`src/rtl/reg_file_sb_if.sv`:
```
// Register file / scoreboard port bundle.
// Read, issue, writeback and flush signals shared with decode and writeback stages.
interface reg_file_sb_if #(
  parameter int XLEN  = 32,
  parameter int NREGS = 32,
  parameter int AW    = 5
);
  logic [AW-1:0]    rs1_addr;
  logic [AW-1:0]    rs2_addr;
  logic [XLEN-1:0]  rs1_data;
  logic [XLEN-1:0]  rs2_data;
  logic             rs1_busy;
  logic             rs2_busy;
  logic             issue_valid;
  logic [AW-1:0]    issue_rd;
  logic             wb_valid;
  logic [AW-1:0]    wb_rd;
  logic [XLEN-1:0]  wb_data;
  logic             flush;
  logic [NREGS-1:0] busy_vec;

  modport master (
    output rs1_addr,
    output rs2_addr,
    input  rs1_data,
    input  rs2_data,
    input  rs1_busy,
    input  rs2_busy,
    output issue_valid,
    output issue_rd,
    output wb_valid,
    output wb_rd,
    output wb_data,
    output flush,
    input  busy_vec
  );

  modport slave (
    input  rs1_addr,
    input  rs2_addr,
    output rs1_data,
    output rs2_data,
    output rs1_busy,
    output rs2_busy,
    input  issue_valid,
    input  issue_rd,
    input  wb_valid,
    input  wb_rd,
    input  wb_data,
    input  flush,
    output busy_vec
  );
endinterface

```
`src/rtl/reg_file_sb.sv`:
```
// Integer register file with two combinational read ports, one writeback
// port, optional writeback-to-read bypass and a per-register busy scoreboard.
module reg_file_sb #(
  parameter int          XLEN     = 32,
  parameter int          NREGS    = 32,
  parameter int          AW       = 5,
  parameter int          SP_IDX   = 2,
  parameter logic [31:0] SP_RESET = 32'h0101_1111,
  parameter int          BYPASS   = 1
) (
  input logic          clk,
  input logic          rst_n,
  reg_file_sb_if.slave bus
);

  localparam logic [XLEN-1:0] SP_INIT = XLEN'(SP_RESET);
  localparam bit              BYP_EN  = (BYPASS != 0);

  logic [XLEN-1:0]  r_regs [NREGS];
  logic [NREGS-1:0] r_busy;

  logic [NREGS-1:0] w_busy_nxt;
  logic             w_wb_en;
  logic             w_iss_en;
  logic             w_rs1_hit;
  logic             w_rs2_hit;
  logic [XLEN-1:0]  w_rs1_rf;
  logic [XLEN-1:0]  w_rs2_rf;

  assign w_wb_en  = bus.wb_valid && (bus.wb_rd != '0);
  assign w_iss_en = bus.issue_valid && (bus.issue_rd != '0);

  // Scoreboard next state: flush clears, writeback retires, issue sets last
  // so a new writer wins over both a flush and a same-cycle writeback.
  always_comb begin
    w_busy_nxt = bus.flush ? '0 : r_busy;
    if (w_wb_en) begin
      w_busy_nxt[bus.wb_rd] = 1'b0;
    end
    if (w_iss_en) begin
      w_busy_nxt[bus.issue_rd] = 1'b1;
    end
    w_busy_nxt[0] = 1'b0;
  end

  // Busy-bit register with synchronous reset.
  always_ff @(posedge clk) begin
    if (!rst_n) begin
      r_busy <= '0;
    end else begin
      r_busy <= w_busy_nxt;
    end
  end

  // Register storage; x0 is never written so it holds its reset zero.
  always_ff @(posedge clk) begin
    if (!rst_n) begin
      for (int i = 0; i < NREGS; i++) begin
        r_regs[i] <= (i == SP_IDX && i != 0) ? SP_INIT : '0;
      end
    end else if (w_wb_en) begin
      r_regs[bus.wb_rd] <= bus.wb_data;
    end
  end

  // Read ports: x0 forced to zero, same-cycle writeback forwarded when enabled.
  always_comb begin
    w_rs1_rf  = (bus.rs1_addr == '0) ? '0 : r_regs[bus.rs1_addr];
    w_rs2_rf  = (bus.rs2_addr == '0) ? '0 : r_regs[bus.rs2_addr];
    w_rs1_hit = BYP_EN && w_wb_en && (bus.wb_rd == bus.rs1_addr);
    w_rs2_hit = BYP_EN && w_wb_en && (bus.wb_rd == bus.rs2_addr);
    bus.rs1_data = w_rs1_hit ? bus.wb_data : w_rs1_rf;
    bus.rs2_data = w_rs2_hit ? bus.wb_data : w_rs2_rf;
    bus.rs1_busy = w_rs1_hit ? 1'b0 : r_busy[bus.rs1_addr];
    bus.rs2_busy = w_rs2_hit ? 1'b0 : r_busy[bus.rs2_addr];
  end

  assign bus.busy_vec = r_busy;

endmodule

```
`src/flat_wrapper.sv`:
```
// flat-port wrapper written by rule: the top's interface ports become plain ports
module reg_file_sb_flat 
#(
  parameter int          XLEN     = 32,
  parameter int          NREGS    = 32,
  parameter int          AW       = 5,
  parameter int          SP_IDX   = 2,
  parameter logic [31:0] SP_RESET = 32'h0101_1111,
  parameter int          BYPASS   = 1
)
  (clk, rst_n, bus_rs1_addr, bus_rs2_addr, bus_rs1_data, bus_rs2_data, bus_rs1_busy, bus_rs2_busy, bus_issue_valid, bus_issue_rd, bus_wb_valid, bus_wb_rd, bus_wb_data, bus_flush, bus_busy_vec);
  reg_file_sb_if #(.XLEN(XLEN), .NREGS(NREGS), .AW(AW)) bus_i ();
  input logic clk;
  input logic rst_n;
  input wire logic [$bits(bus_i.rs1_addr)-1:0] bus_rs1_addr;
  input wire logic [$bits(bus_i.rs2_addr)-1:0] bus_rs2_addr;
  output wire logic [$bits(bus_i.rs1_data)-1:0] bus_rs1_data;
  output wire logic [$bits(bus_i.rs2_data)-1:0] bus_rs2_data;
  output wire logic [$bits(bus_i.rs1_busy)-1:0] bus_rs1_busy;
  output wire logic [$bits(bus_i.rs2_busy)-1:0] bus_rs2_busy;
  input wire logic [$bits(bus_i.issue_valid)-1:0] bus_issue_valid;
  input wire logic [$bits(bus_i.issue_rd)-1:0] bus_issue_rd;
  input wire logic [$bits(bus_i.wb_valid)-1:0] bus_wb_valid;
  input wire logic [$bits(bus_i.wb_rd)-1:0] bus_wb_rd;
  input wire logic [$bits(bus_i.wb_data)-1:0] bus_wb_data;
  input wire logic [$bits(bus_i.flush)-1:0] bus_flush;
  output wire logic [$bits(bus_i.busy_vec)-1:0] bus_busy_vec;
  assign bus_i.rs1_addr = bus_rs1_addr;
  assign bus_i.rs2_addr = bus_rs2_addr;
  assign bus_rs1_data = bus_i.rs1_data;
  assign bus_rs2_data = bus_i.rs2_data;
  assign bus_rs1_busy = bus_i.rs1_busy;
  assign bus_rs2_busy = bus_i.rs2_busy;
  assign bus_i.issue_valid = bus_issue_valid;
  assign bus_i.issue_rd = bus_issue_rd;
  assign bus_i.wb_valid = bus_wb_valid;
  assign bus_i.wb_rd = bus_wb_rd;
  assign bus_i.wb_data = bus_wb_data;
  assign bus_i.flush = bus_flush;
  assign bus_busy_vec = bus_i.busy_vec;
  reg_file_sb #(.XLEN(XLEN), .NREGS(NREGS), .AW(AW), .SP_IDX(SP_IDX), .SP_RESET(SP_RESET), .BYPASS(BYPASS)) u_core (.clk(clk), .rst_n(rst_n), .bus(bus_i));
endmodule
```
`config.mk`:
```
export PLATFORM = sky130hd
export DESIGN_NAME = reg_file_sb_flat
export DESIGN_NICKNAME = d
export VERILOG_FILES = /design/src/rtl/reg_file_sb_if.sv /design/src/rtl/reg_file_sb.sv /design/src/flat_wrapper.sv
export SDC_FILE = /design/constraint.sdc
export NUM_CORES = 2
export LEC_CHECK = 0
export ABC_AREA = 0
export BUFFER_PORTS_ARGS = -buffer_cell sky130_fd_sc_hd__buf_2
export CORE_ASPECT_RATIO = 0.75
export CORE_MARGIN = 4
export CORE_UTILIZATION = 30
export CTS_BUF_LIST = sky130_fd_sc_hd__clkbuf_4
export CTS_CLUSTER_SIZE = 30
export DETAILED_ROUTE_END_ITERATION = 7
export GPL_ROUTABILITY_DRIVEN = 0
export PLACE_DENSITY = 0.53
export SETUP_SLACK_MARGIN = 0.02
export SLEW_MARGIN = 10
export SYNTH_ARGS = -nofsm -noshare
export SYNTH_HDL_FRONTEND = slang
export SYNTH_SLANG_ARGS = --single-unit
export TNS_END_PERCENT = 30
```
`constraint.sdc`:
```
create_clock -name clk -period 6.5 [get_ports clk]
set_input_delay 1.625 -clock clk [delete_from_list [all_inputs] [get_ports clk]]
set_output_delay 1.625 -clock clk [all_outputs]
set_load 0.05 [all_outputs]
```
==> impl_metrics.toml <==
[status]
status = "finished, final reports clean"

[clocking]
hold_buffers = 0
post-cts-setup-buffer-count = 0
cts_resized = 1
numClockSinks = 1055
cts_tree = "built"
cts_root_buf = "clkbuf_4"
clock_latency_ns = 1.28
numCtsBuffers = 296
cts-htree-levels = 5
clkSlewWorstSetupHoldPaths_ns = 0.09
clk_path_buf_depth = 4

[floorplan]
coreArea_um2 = 189400
die_h_um = 386.8
start_util = 0.3030
pin_count = 155
die_area_um2 = 198400
num_rows = 138
dieWidth_um = 513.0

[timing]
setup_viol = 0
drv_slew = 0
fin_tns_setup_ns = 0
finalHoldViolCount = 0
fmax_mhz = 156.2
worstMarginPinSlew_ns = 1.330
clock-skew-final_ns = 0
finalCritPeriodShare = 0.9847
rsz0062_at_grt = "false"
period_needed_ns = 6.400
relSlewSlack = 0.1067

[worst_setup_path]
reg2reg_depth = 2
path_cells = "buf_2 > or3_1 > o21ai_0 > o31a_2 > o221ai_1 > o21ai_1 > buf_4 > buf_12"
reg2reg_from = "u_core.bus.busy_vec[22]"
cp-end-kind = "output pin"
crit_family = "compound AO/OA/AOI/OAI gates"
path_buf_inv = 3
cp_max_fo = 16
cp.required_ns = 4.88
crit_type = "primary input to output pin"
slowest_stage = "o21ai_1"
cp.arrival_ns = 4.78
cpPeakStageDelay_ns = 0.65
r2r_setup_slack_ns = 5.68
critPathLaunchType = "primary input"
timing.rr.end = "u_core.bus.busy_vec[22]"

[drt]
top_layer_used = "met5"
post_drt_wl_per_cell_um = 33.45
route.met2.wl_um = 104800
first_pass_iters = 6
wl_met3_um = 28670
vias = 41803
ant_nets = 0
viasPerCell = 5.745
drt-total-wl_um = 243400
initialDrtViolationCount = 6472
wl_met1_um = 101300
drc_errors = 0

[logic_synthesis]
synth_area_leader_cell = "edfxtp_1"
postSynthCellCount = 4313
synth-edff-count = 1024
synth_most_common_cell = "edfxtp_1"
yosysSeqAreaShare = 0.5466
synth.top_cells.by_count = "edfxtp_1, and2_1, mux2i_1"
synth_top_area_frac = 0.5358
ys_types = 48
synthFlopType = "edfxtp_1"
async_reset_ff_frac = 0
yosysWarningCount = 0
syn_area_per_cell_um2 = 13.31
ys_top_cells_by_area = "edfxtp_1, and2_1, mux4_2"
netlist_area_um2 = 57390
synth-seq-cells = 1055

[placement]
port_buffers = 153
dp_hpwl_um = 150300
dpl_cell_area_um2 = 62800

[power_and_ir_drop]
p_per_area_nw_per_um2 = 253.2
power_mw = 16.79
power_frac_seq = 0.479
internal_power_mw = 11.90
comb_power_share = 0.161
p_switching_mw = 4.886
p_clk_frac = 0.360
p_leak_nw = 24.32
max-vdd-ir-drop_v = 0.0001879
swShare = 0.2910

[min_path]
hold_depth = 2
min_path_type = "register to register"
whs_endpoint = "u_core.bus.busy_vec[3]"
hold_start = "u_core.bus.busy_vec[3]"

[global_routing]
grt_pass1_vias = 40361
grt_overflow = 0
antenna_found_initial = 39
grt_max_degree = 63
grt_pass1_wl_um = 332600
grt.total_usage = 0.2385

[cells_and_area]
fin_area_um2 = 66320
area_delta_synth_final_pct = 15.57
fill_cells = 18443
final_layout_size_suffix_gt1_frac = 0.2557
final_nets = 4614

[run]
cap_viol_max_count = 0
worst max-delay path by stage:
| stage | start | to | slack (ns) | depth (start not counted) |
|---|---|---|---|---|
| 6_report | bus_wb_rd[4] | bus_rs1_data[13] | 0.1 | 8 |
| 5_1_grt | bus_wb_rd[4] | bus_rs1_data[13] | 0.17 | 8 |
| 4_1_cts | bus_wb_rd[4] | bus_rs1_data[13] | 0.24 | 8 |
| 3_5_place_dp | bus_wb_rd[4] | bus_rs1_data[13] | -0.02 | 8 |
| 3_3_place_gp | bus_wb_rd[4] | bus_rs1_data[13] | 0.03 | 8 |
| 2_1_floorplan | bus_wb_rd[4] | bus_rs1_data[10] | 0.84 | 7 |
power groups by stage:
| stage | sequential (mW) | clock, mW | combinational (mW) |
|---|---|---|---|
| final | 8.04 | 6.04 | 2.71 |
| after global routing | 8.07 | 6.52 | 2.79 |
| after CTS | 8.03 | 6.13 | 2.67 |
| after detailed placement | 8.17 | 0 | 2.66 |
| after global placement | 8.16 | 0 | 2.66 |
| after floorplan | 8.10 | 0 | 1.50 |
logic make-up (layout without fill, tap and decap cells):
kind of cell	count (synthesis)	count (layout)	synth area share
compound gates	518	518	0.06567
xor+xnor	10	10	0.001526
buf+inv	452	847	0.03355
flops	1055	1055	0.5466
mux	870	870	0.2118
other cells	1	50	0.00006535
simple gates	1407	1407	0.1408
worst reg2reg max path, stage by stage (launching register included):
cell	delay [ns]
dfxtp_1	0.39
a32oi_1	0.23
nor2_1	0.06
registers in the layout, indices dropped and copies added (netlist names):
signal,cells
u_core.r_regs,1024
u_core.bus.busy_vec,31
per-layer routing:
metal / GRT usage / up-vias
li1: - / 16934
met1: 0.3377 / 21525
met2: 0.3493 / 2862
met3: 0.06500 / 478
met4: 0.08557 / 4
met5: 0 / -
layout by cell type, fill, tap and decap left out, types with 17 or more instances in the layout:
cell type  netlist  layout
a22o_1          55      55
nor2_4           0      33
nand4_1         19      19
clkinv_1         1      44
diode_2          0      17
nand2_4          0      17
nor3_1          25      25
o211ai_1        19      19
dfxtp_1         31      31
o22ai_1         49      48
mux2_2          52      52
buf_2          126      91
a32o_1          53      53
conb_1           1      33
clkbuf_4         0     428
and2_1         994     991
buf_12           0      80
edfxtp_1      1024    1024
mux4_2         270     270
a21oi_1        117     117
nand3_1         64      64
nor2_1          79      42
nand2_1        177     147
buf_4           13     187
a22oi_1        164     164
mux2i_1        548     548
through the flow:
stage | util | setup WS (ns) | hold WS, ns | std cells
4_1_cts | 0.3499 | 0.2351 | 0.5369 | 7260
5_1_grt | 0.3500 | 0.1737 | 0.5797 | 7266
3_5_place_dp | 0.3316 | -0.02263 | 0.5336 | 6779
2_1_floorplan | - | 0.8406 | 0.6929 | 4345
3_3_place_gp | 0.3316 | 0.03114 | 0.5435 | 6779
6_report | 0.3501 | 0.09965 | 0.5531 | 7277
area by class of cell:
cell class                      count  area [µm²]  area share
Antenna cell                       17       42.54   0.0006414
Clock buffer                      428        3213     0.04845
Clock inverter                     53       255.2    0.003849
Inverter                            2       7.507   0.0001132
Multi-Input combinational cell   2838       24730      0.3729
Sequential cell                  1055       31370      0.4730
Tap cell                         2520        3153     0.04754
Timing Repair Buffer              364        3551     0.05354
No activity file was read; power rests on OpenSTA's default activity.
